`config.mk`:
```
export PLATFORM = sky130hd
export DESIGN_NAME = chip8_mem_writer
export DESIGN_NICKNAME = d
export VERILOG_FILES = /design/src/rtl/chip8_mem_writer.sv
export SDC_FILE = /design/constraint.sdc
export NUM_CORES = 1
export LEC_CHECK = 0
export ABC_CLOCK_PERIOD_IN_PS = 3900
export CORE_MARGIN = 1.5
export CORE_UTILIZATION = 40
export CTS_BUF_LIST = sky130_fd_sc_hd__clkbuf_8
export DETAILED_ROUTE_END_ITERATION = 16
export GPL_ROUTABILITY_DRIVEN = 0
export PLACE_DENSITY = 0.75
export SETUP_SLACK_MARGIN = 0.1
export SLEW_MARGIN = 20
export SYNTH_ARGS = -nofsm -noshare
export SYNTH_HDL_FRONTEND = slang
export SYNTH_SLANG_ARGS = --single-unit
```
`constraint.sdc`:
```
create_clock -name clk -period 3.9 [get_ports clk]
set_input_delay 0.78 -clock clk [delete_from_list [all_inputs] [get_ports clk]]
set_output_delay 0.78 -clock clk [all_outputs]
set_load 0.01 [all_outputs]
```
`src/rtl/chip8_mem_writer.sv`:
```
// CHIP-8 memory write engine: ROM stream load, FX55 register dump and FX33 BCD store,
// producing one registered byte write per cycle, one job at a time.
module chip8_mem_writer #(
    parameter logic [11:0] LOAD_BASE = 12'h200,
    parameter logic [11:0] MEM_TOP   = 12'hFFF
) (
    input  logic        clk,
    input  logic        rst_n,
    input  logic        load_start,
    input  logic        load_valid,
    input  logic [7:0]  load_data,
    input  logic        load_last,
    output logic        load_ready,
    input  logic        st_req,
    input  logic        st_mode,
    input  logic [11:0] st_base,
    input  logic [3:0]  st_count,
    input  logic [7:0]  st_value,
    output logic [3:0]  reg_idx,
    input  logic [7:0]  reg_data,
    output logic        mem_we,
    output logic [11:0] mem_waddr,
    output logic [7:0]  mem_wdata,
    output logic        busy,
    output logic        done,
    output logic        overflow
);

    typedef enum logic [2:0] {IDLE, LOAD, DUMP, B0, B1, B2, FIN} state_t;

    state_t      state, state_d;
    logic [11:0] ptr, ptr_d;
    logic [3:0]  cnt, cnt_d, last, last_d;
    logic [7:0]  dig_h, dig_t, dig_o, dig_h_d, dig_t_d, dig_o_d;
    logic        we_d, done_d, ovf_d;
    logic [11:0] waddr_d;
    logic [7:0]  wdata_d;
    logic        hs;

    assign load_ready = (state == LOAD);
    assign busy       = (state != IDLE);
    assign reg_idx    = cnt;
    assign hs         = load_valid & load_ready;

    always_ff @(posedge clk or negedge rst_n) begin
        if (!rst_n) begin
            state     <= IDLE;
            ptr       <= '0;
            cnt       <= '0;
            last      <= '0;
            dig_h     <= '0;
            dig_t     <= '0;
            dig_o     <= '0;
            mem_we    <= 1'b0;
            mem_waddr <= '0;
            mem_wdata <= '0;
            done      <= 1'b0;
            overflow  <= 1'b0;
        end else begin
            state     <= state_d;
            ptr       <= ptr_d;
            cnt       <= cnt_d;
            last      <= last_d;
            dig_h     <= dig_h_d;
            dig_t     <= dig_t_d;
            dig_o     <= dig_o_d;
            mem_we    <= we_d;
            mem_waddr <= waddr_d;
            mem_wdata <= wdata_d;
            done      <= done_d;
            overflow  <= ovf_d;
        end
    end

    always_comb begin
        state_d = state;
        ptr_d   = ptr;
        cnt_d   = cnt;
        last_d  = last;
        dig_h_d = dig_h;
        dig_t_d = dig_t;
        dig_o_d = dig_o;
        we_d    = 1'b0;
        waddr_d = mem_waddr;
        wdata_d = mem_wdata;
        done_d  = 1'b0;
        ovf_d   = overflow;
        case (state)
            IDLE: begin
                // load has priority; a simultaneous store request is dropped
                if (load_start) begin
                    state_d = LOAD;
                    ptr_d   = LOAD_BASE;
                    ovf_d   = 1'b0;
                end else if (st_req) begin
                    ptr_d = st_base;
                    if (!st_mode) begin
                        state_d = DUMP;
                        cnt_d   = '0;
                        last_d  = st_count;
                    end else begin
                        state_d = B0;
                        dig_h_d = st_value / 8'd100;
                        dig_t_d = (st_value / 8'd10) % 8'd10;
                        dig_o_d = st_value % 8'd10;
                    end
                end
            end
            LOAD: begin
                if (hs) begin
                    we_d    = 1'b1;
                    waddr_d = ptr;
                    wdata_d = load_data;
                    ptr_d   = ptr + 12'd1;
                    if (load_last) begin
                        done_d  = 1'b1;
                        state_d = FIN;
                    end else if (ptr == MEM_TOP) begin
                        done_d  = 1'b1;
                        ovf_d   = 1'b1;
                        state_d = FIN;
                    end
                end
            end
            DUMP: begin
                we_d    = 1'b1;
                waddr_d = ptr;
                wdata_d = reg_data;
                ptr_d   = ptr + 12'd1;
                if (cnt == last) begin
                    done_d  = 1'b1;
                    state_d = FIN;
                end else begin
                    cnt_d = cnt + 4'd1;
                end
            end
            B0: begin
                we_d    = 1'b1;
                waddr_d = ptr;
                wdata_d = dig_h;
                ptr_d   = ptr + 12'd1;
                state_d = B1;
            end
            B1: begin
                we_d    = 1'b1;
                waddr_d = ptr;
                wdata_d = dig_t;
                ptr_d   = ptr + 12'd1;
                state_d = B2;
            end
            B2: begin
                we_d    = 1'b1;
                waddr_d = ptr;
                wdata_d = dig_o;
                ptr_d   = ptr + 12'd1;
                done_d  = 1'b1;
                state_d = FIN;
            end
            FIN:     state_d = IDLE;
            default: state_d = IDLE;
        endcase
    end

endmodule

```
After elaboration in Yosys (flattened, before gate mapping)
Index checks and enable logic that the tools add are counted.
- flip-flop bits (word level): 70
- output and inout bits: 29
- bits of input ports: 47
- word-level logic and storage cells: 88
- divide/modulo/power cells: 4
- equal/unequal tests: 18
- multiplexer cells: 33
- add/subtract/negate cells: 2
- bitwise logic cells: 3
- reductions and logical operators: 16
- operator list (cell ; number):
    $mux 12 ; 4
    $pmux 8 s5 ; 1
    $pmux 12 s3 ; 1
    $pmux 12 s2 ; 1
    $mux 3 ; 6
    $pmux 3 s6 ; 1
    $mod 8x4->8 const B ; 2
    $mux 4 ; 4
    $ne 2x2->1 const B ; 7
    $add 12x1->12 const B ; 1
    $eq 12x12->1 const B ; 1
    $reduce_and 4->1 ; 3
    $mux 1 ; 10
    $reduce_and 5->1 ; 2
    $div 8x4->8 const B ; 1
    $div 8x7->8 const B ; 1
    $mux 8 ; 1
    $pmux 4 s2 ; 1
    $eq 3x2->1 const B ; 2
    $eq 3x3->1 const B ; 2
    $reduce_bool 2->1 ; 3
    $reduce_bool 3->1 ; 2
    $reduce_bool 5->1 ; 1
    $add 4x1->4 const B ; 1
    other kinds (13) ; 17

Longest topological paths before layout
Gate-level depths: netlist of run 1.
- depth in word-level cells: 5
- depth in mapped cells: 17

Worst setup path before layout of run 1
OpenSTA, ideal clock, no wires.
- kind: input port to flip-flop
- from: input port st_value[5]
- to: register dig_t[5]
- setup time: 0.130 ns
- stages: 17
- slack: 0.455 ns
- arrival: 3.315 ns
- cells stage by stage: buf_2 clkbuf_1 nor2_1 nand2_1 or3_1 and3_1 ha_1 and3_1 nand2_1 o31ai_1 inv_1 ha_1 inv_1 o311ai_0 a221oi_2 xnor2_1 o21ai_1
- word-level cells in the longest chain between the ends: 2
- RTL lines (item ; line ; text):
    from (decl) ; 18 ; input logic [7:0] st_value,
    $div 8x4->8 ; 104 ; dig_t_d = (st_value / 8'd10) % 8'd10;
    $mod 8x4->8 ; 104 ;
    to (signal assigned) ; 65 ; dig_t <= dig_t_d;
    to (decl) ; 34 ; logic [7:0] dig_h, dig_t, dig_o, dig_h_d, dig_t_d, dig_o_d;
No other way between the ends.
A chain may end at the register's enable or synchronous reset.

Worst setup path in the final report of run 1
- from: input port st_value[7]
- to: register dig_t[5]
The elaborated chain is that of the path after synthesis.

==> metrics.yaml, run 1 <==
ir_worst_vdd_uv: 329
p_total_mw: 3.59
root_buffer: "clkbuf_8"
crit_chain: "clkdlybuf4s50_1 -> or3b_4 -> a31oi_4 -> a221oi_2 -> o32a_4 -> o31ai_1 -> inv_1 -> ha_1 -> inv_1 -> o311ai_0 -> a221oi_2 -> xnor2_1 -> o21ai_1"
drv_cap: 0
ys_top_cells_by_area: "dfrtp_1, o21ai_0, nand2_1"
cts_hold_buf: 0
cts_made_buffers: 9
cpPeakStageDelay_ps: 600
synth.largest_area_cell: "dfrtp_1"
reg2reg_to: "state[0]$_DFFE_PN0P_"
p_leak_nw: 2.12
p_int_mw: 2.11
crit_arrival_ps: 3740
fin_crit_ps: 3520
cp.depth: 13
final_area_sq_um: 5150
synth_nets: 515
core_area_sq_um: 9680
cts.clk_slew.worst_paths_ps: 70
placed_cells: 661
power_density_nw_per_um2: 698
grt_pass1_wl_um: 16800
critPathTopFamily: "compound AO/OA/AOI/OAI gates"
end_kind: "flip-flop"
power.share.clock_pct: 15.5
vias: 3768
yosys_warnings: 0
netSwitchingPower_mw: 1.48
finalSetupTns_ps: 0
power_frac_seq_pct: 33.9
swShare_pct: 41.2
placedInstanceArea_sq_um: 4930
grt_pass1_vias: 3647
max_freq_mhz: 284
cp.buffers_inverters: 3
cp_max_fo: 8
routed_wirelength_um: 9940
post_cts_buffers: 0
yosysSeqAreaShare_pct: 40.4
synth-async-reset-ratio_pct: 100
synth_area_sq_um: 3970
yosysMostFrequentCell: "dfrtp_1"
status: "complete, no violations"
synth-edff-count: 0
syn2layout_area_growth_pct: 29.8
drt-pass1-iter-count: 5
fp.dieH_um: 103
worst-slew-pin-transition_ps: 910
tritoncts: "yes"
antenna_left: 0
diodes: 0
cts.sinks: 64
fin_crit_sh_pct: 90.1
slew_headroom_pct: 37.8
fillers: 878
synth_top_flop_cell: "dfrtp_1"
grt_max_degree: 45
hold_viol: 0
clk_latency_ps: 340
ctsLongestPathBuffers: 2
rsz0062_at_grt: "false"
syn_inst: 460
combPwrFrac_pct: 50.6
initial_core_util_pct: 41.0
overflow: 0
fin_cells: 678
r2r-start: "ptr[0]$_DFFE_PN0P_"
ys_ff_latch: 64
avgSynthCellArea_sq_um: 8.63
place_hpwl_um: 7470
grt_usage_pct: 20.0
portBuffers: 75
reg2reg_slack_ps: 1030
viasPerCell: 5.56
crit_required_ps: 4130
io_pins: 76
criticalPathCategory: "in -> reg"
synth_common_cells: "dfrtp_1, nand2_1, o21ai_0"
die-area_sq_um: 10500
drive_gt1_share_pct: 11.6
netlist-cell-type-count: 61
setup_viol: 0
fin_nets: 595
drc: 0
drtIter0Drc: 294
startpoint_type: "input pin"
holdCritPathClass: "in -> async"
antenna_found_initial: 0
rows: 36
whs_ps: 367
slew_violations: 0
htree_levels: 3
finalClockSkew_ps: 6.97
crit_slowest_cell: "clkdlybuf4s50_1"
dieWidth_um: 103
r2r_cells: 9
wl_per_cell_um: 14.7
synth_top_area_share_pct: 40.4
per-stage QoR:
stage / util [%] / worst slack [ps]
floorplan: - / 455
global placement: 50.9 / 64.7
detailed placement: 50.9 / -76.0
CTS: 52.9 / 281
global route: 53.2 / 163
finish: 53.2 / 385
layer usage:
layer	GRT usage, %	wire length (um)	vias up
met5	0	0	-
met4	8.32	218	0
met3	3.19	530	24
met2	33.5	4790	122
met1	25.7	4400	1782
li1	-	-	1840
cell families after synthesis:
logic type | share of synthesized area, %
multiplexers | 5.77
AO/OA/AOI/OAI | 24.4
buffers and inverters | 4.29
adder cells (fa/ha/maj) | 2.52
XOR/XNOR | 2.21
flip-flops | 40.4
AND/OR/NAND/NOR | 20.4
placed cells by master (no fill, tap or decap), types with 9 or more instances in the layout:
| master | netlist | layout |
|---|---|---|
| mux2_2 | 15 | 15 |
| clkbuf_8 | 0 | 9 |
| clkdlybuf4s50_1 | 0 | 72 |
| inv_1 | 15 | 15 |
| xnor2_1 | 10 | 10 |
| nand3_1 | 15 | 15 |
| nor2_1 | 40 | 40 |
| buf_4 | 0 | 19 |
| nand2_1 | 56 | 56 |
| o21ai_0 | 44 | 44 |
| dfrtp_1 | 64 | 64 |
| a21oi_1 | 36 | 36 |
worst reg2reg max path, delay by kind of cell, from the launching register on:
| kind | cells | cell delay, ps |
|---|---|---|
| AOI/OAI and AO/OA | 4 | 1430 |
| adders and majority gates | 1 | 280 |
| and+or+nand+nor | 4 | 640 |
| DFF | 1 | 440 |
power groups by stage:
stage          clock network (mW)  registers, mW  logic, mW
6_report                    0.556           1.22       1.82
3_3_place_gp                    0           1.21       1.74
3_5_place_dp                    0           1.22       1.81
4_1_cts                     0.567           1.21       1.82
2_1_floorplan                   0           1.20       1.18
5_1_grt                     0.604           1.26       2.03
registers in the layout, indices dropped and copies added (netlist names):
register,flops
mem_waddr,12
ptr,12
dig_o,8
dig_t,8
mem_wdata,8
last,4
reg_idx,4
state,3
dig_h,2
done,1
mem_we,1
overflow,1
worst max-delay path by stage:
stage                      from  slack [ps]                   end
floorplan           st_value[5]         450  dig_t[5]$_DFFE_PN0P_
global placement    st_value[6]          60  dig_t[5]$_DFFE_PN0P_
detailed placement  st_value[4]         -80  dig_t[5]$_DFFE_PN0P_
CTS                 st_value[4]         280  dig_t[5]$_DFFE_PN0P_
global route        st_value[5]         160  dig_t[5]$_DFFE_PN0P_
finish              st_value[7]         380  dig_t[5]$_DFFE_PN0P_
area by class of cell:
| class | instances | area, sq um | share of cell area (%) |
|---|---|---|---|
| flip-flops and latches | 64 | 1600 | 31.1 |
| well taps | 133 | 166 | 3.23 |
| inverters | 15 | 56.3 | 1.09 |
| clock buffers | 9 | 124 | 2.41 |
| clock inverters | 7 | 71.3 | 1.39 |
| repair buffers | 96 | 933 | 18.1 |
| multi-input cells | 354 | 2200 | 42.6 |
timing repair:
action,CTS,global route
endpoints found under the hold margin,0,0
endpoints found under the setup margin,0,1
resized for setup,0,3
Note: power is estimated with default switching activity, not from simulation.
==> inputs of run 2 (changes only) <==
==> constraint.sdc (replaced) <==
create_clock -name clk -period 3.9 [get_ports clk]
set_input_delay 0.78 -clock clk [delete_from_list [all_inputs] [get_ports clk]]
set_output_delay 0.78 -clock clk [all_outputs]
set_load 0.1 [all_outputs]
==> run 2 against run 1 <==
Hold slack better by 110 ps. Non-clock buffer count is 1 lower. Die area stayed put. Clock power is 8.5% lower. Critical path depth stayed put. First-iteration DRC count is 36% lower. Register-to-register slack hardly changed. Cell count is 0.15% lower. Clock skew is 8.7 ps higher. Maximum frequency is 2.4% lower. Largest cell class unchanged. Highest routed layer unchanged.
==> metrics.yaml, run 2 (synthesis results as in run 1) <==
status: "complete, no violations"
crit_required_ps: 4120
finalClockSkew_ps: 15.7
worst-slew-pin-transition_ps: 985
overflow: 0
swShare_pct: 53.4
power.share.clock_pct: 11.5
finalSetupTns_ps: 0
fin_crit_ps: 3600
grt_usage_pct: 19.4
syn2layout_area_growth_pct: 28.9
slew_violations: 0
cts_hold_buf: 0
root_buffer: "clkbuf_8"
startpoint_type: "input pin"
final_area_sq_um: 5110
routed_wirelength_um: 9890
antenna_found_initial: 0
netSwitchingPower_mw: 2.36
clk_latency_ps: 340
fp.dieH_um: 103
max_freq_mhz: 278
placedInstanceArea_sq_um: 4920
grt_pass1_vias: 3597
core_area_sq_um: 9680
cts_made_buffers: 9
cp_max_fo: 8
criticalPathCategory: "in -> reg"
tritoncts: "yes"
crit_arrival_ps: 3820
antenna_left: 0
slew_headroom_pct: 34.1
holdCritPathClass: "reg -> reg"
ctsLongestPathBuffers: 2
rows: 36
rsz0062_at_grt: "false"
ir_worst_vdd_uv: 517
io_pins: 76
dieWidth_um: 103
power_frac_seq_pct: 27.5
fin_crit_sh_pct: 92.3
initial_core_util_pct: 41.0
fin_cells: 677
fin_nets: 594
final_cell_mix: "clkdlybuf4s50_1, dfrtp_1, nand2_1, o21ai_0, nor2_1"
vias: 3702
reg.largest.list: "mem_waddr x12, ptr x12"
wl_per_cell_um: 14.6
drive_gt1_share_pct: 11.9
drtIter0Drc: 189
viasPerCell: 5.47
post_cts_buffers: 0
placed_cells: 661
grt_max_degree: 45
setup_viol: 0
end_kind: "flip-flop"
cts_resized: 0
place_hpwl_um: 7520
htree_levels: 3
hold_viol: 0
drc: 0
final_common_cell: "clkdlybuf4s50_1"
combPwrFrac_pct: 61.0
diodes: 0
grt_pass1_wl_um: 16500
cts.sinks: 64
portBuffers: 75
cts.clk_slew.worst_paths_ps: 70
drt-pass1-iter-count: 6
p_leak_nw: 2.12
power_density_nw_per_um2: 865
p_int_mw: 2.06
die-area_sq_um: 10500
drv_cap: 0
-- run 2: changes by cell type in the layout (fill, tap and decap cells not counted) --
cell	previous run	this run
nand2b_1	5	4
clkinvlp_4	3	1
clkdlybuf4s50_1	72	70
clkbuf_8	9	10
nand2b_2	0	1
bufinv_16	1	0
buf_12	2	1
buf_4	19	21
clkinv_4	0	2
-- run 2: worst paths after layout --
kind	start	endpoint	slack (ps)	depth (start not counted)
min in group asynchronous	rst_n	mem_waddr[6]$_DFFE_PN0P_	590	1
min	dig_t[0]$_DFFE_PN0P_	dig_t[0]$_DFFE_PN0P_	480	2
min reg2reg	dig_t[0]$_DFFE_PN0P_	dig_t[0]$_DFFE_PN0P_	480	2
max	st_value[7]	dig_t[5]$_DFFE_PN0P_	300	13
max in group asynchronous	rst_n	dig_t[1]$_DFFE_PN0P_	2470	2
max reg2reg	ptr[0]$_DFFE_PN0P_	state[0]$_DFFE_PN0P_	1030	9
-- run 2: worst max-delay path: stages --
cell	delay, ps
clkdlybuf4s50_1	610
or3b_4	440
a31oi_4	170
a221oi_2	80
o32a_4	350
o31ai_1	310
inv_1	120
ha_1	200
inv_1	40
o311ai_0	160
a221oi_2	350
xnor2_1	150
o21ai_1	70
-- run 2: power groups by stage --
stage	clock network, mW	logic, mW	registers, mW
after floorplan	0	1.25	2.01
after global placement	0	2.63	1.21
after detailed placement	0	2.69	1.23
after CTS	0.518	2.70	1.21
after global routing	0.559	2.91	1.26
final	0.509	2.70	1.22
-- run 2: cell type report --
cell class	instances	area, sq um
Inverter	15	56.3
Multi-Input combinational cell	354	2200
Clock inverter	6	43.8
Fill cell	843	4570
Sequential cell	64	1600
Timing Repair Buffer	95	908
Clock buffer	10	138
Tap cell	133	166
-- run 2: metal layers --
layer / track usage [%] / vias to the layer above / share of wire, %
li1: - / 1825 / -
met3: 2.92 / 14 / 5.4
met1: 24.9 / 1747 / 43
met5: 0 / - / 0
met2: 33.7 / 116 / 50
met4: 6.53 / 0 / 1.4
-- run 2: per-stage QoR --
| stage | util (%) | worst slack (ps) | hold WS, ps | total power [mW] |
|---|---|---|---|---|
| 2_1_floorplan | - | 455 | 446 | 3.26 |
| 3_3_place_gp | 50.8 | 63.5 | 459 | 3.85 |
| 3_5_place_dp | 50.8 | -112 | 465 | 3.92 |
| 4_1_cts | 52.7 | 237 | 480 | 4.43 |
| 5_1_grt | 52.8 | 106 | 495 | 4.72 |
| 6_report | 52.8 | 299 | 477 | 4.42 |
==> inputs of run 3 (changes only) <==
--- a/config.mk
+++ b/config.mk
@@ -9,6 +9,7 @@
 export CORE_MARGIN = 1.5
 export CORE_UTILIZATION = 40
 export CTS_BUF_LIST = sky130_fd_sc_hd__clkbuf_8
+export CTS_CLUSTER_DIAMETER = 60
 export DETAILED_ROUTE_END_ITERATION = 16
 export GPL_ROUTABILITY_DRIVEN = 0
 export PLACE_DENSITY = 0.75
==> results of run 3 <==
Same layout as run 2: the final DEF is identical, and so are final timing and power.
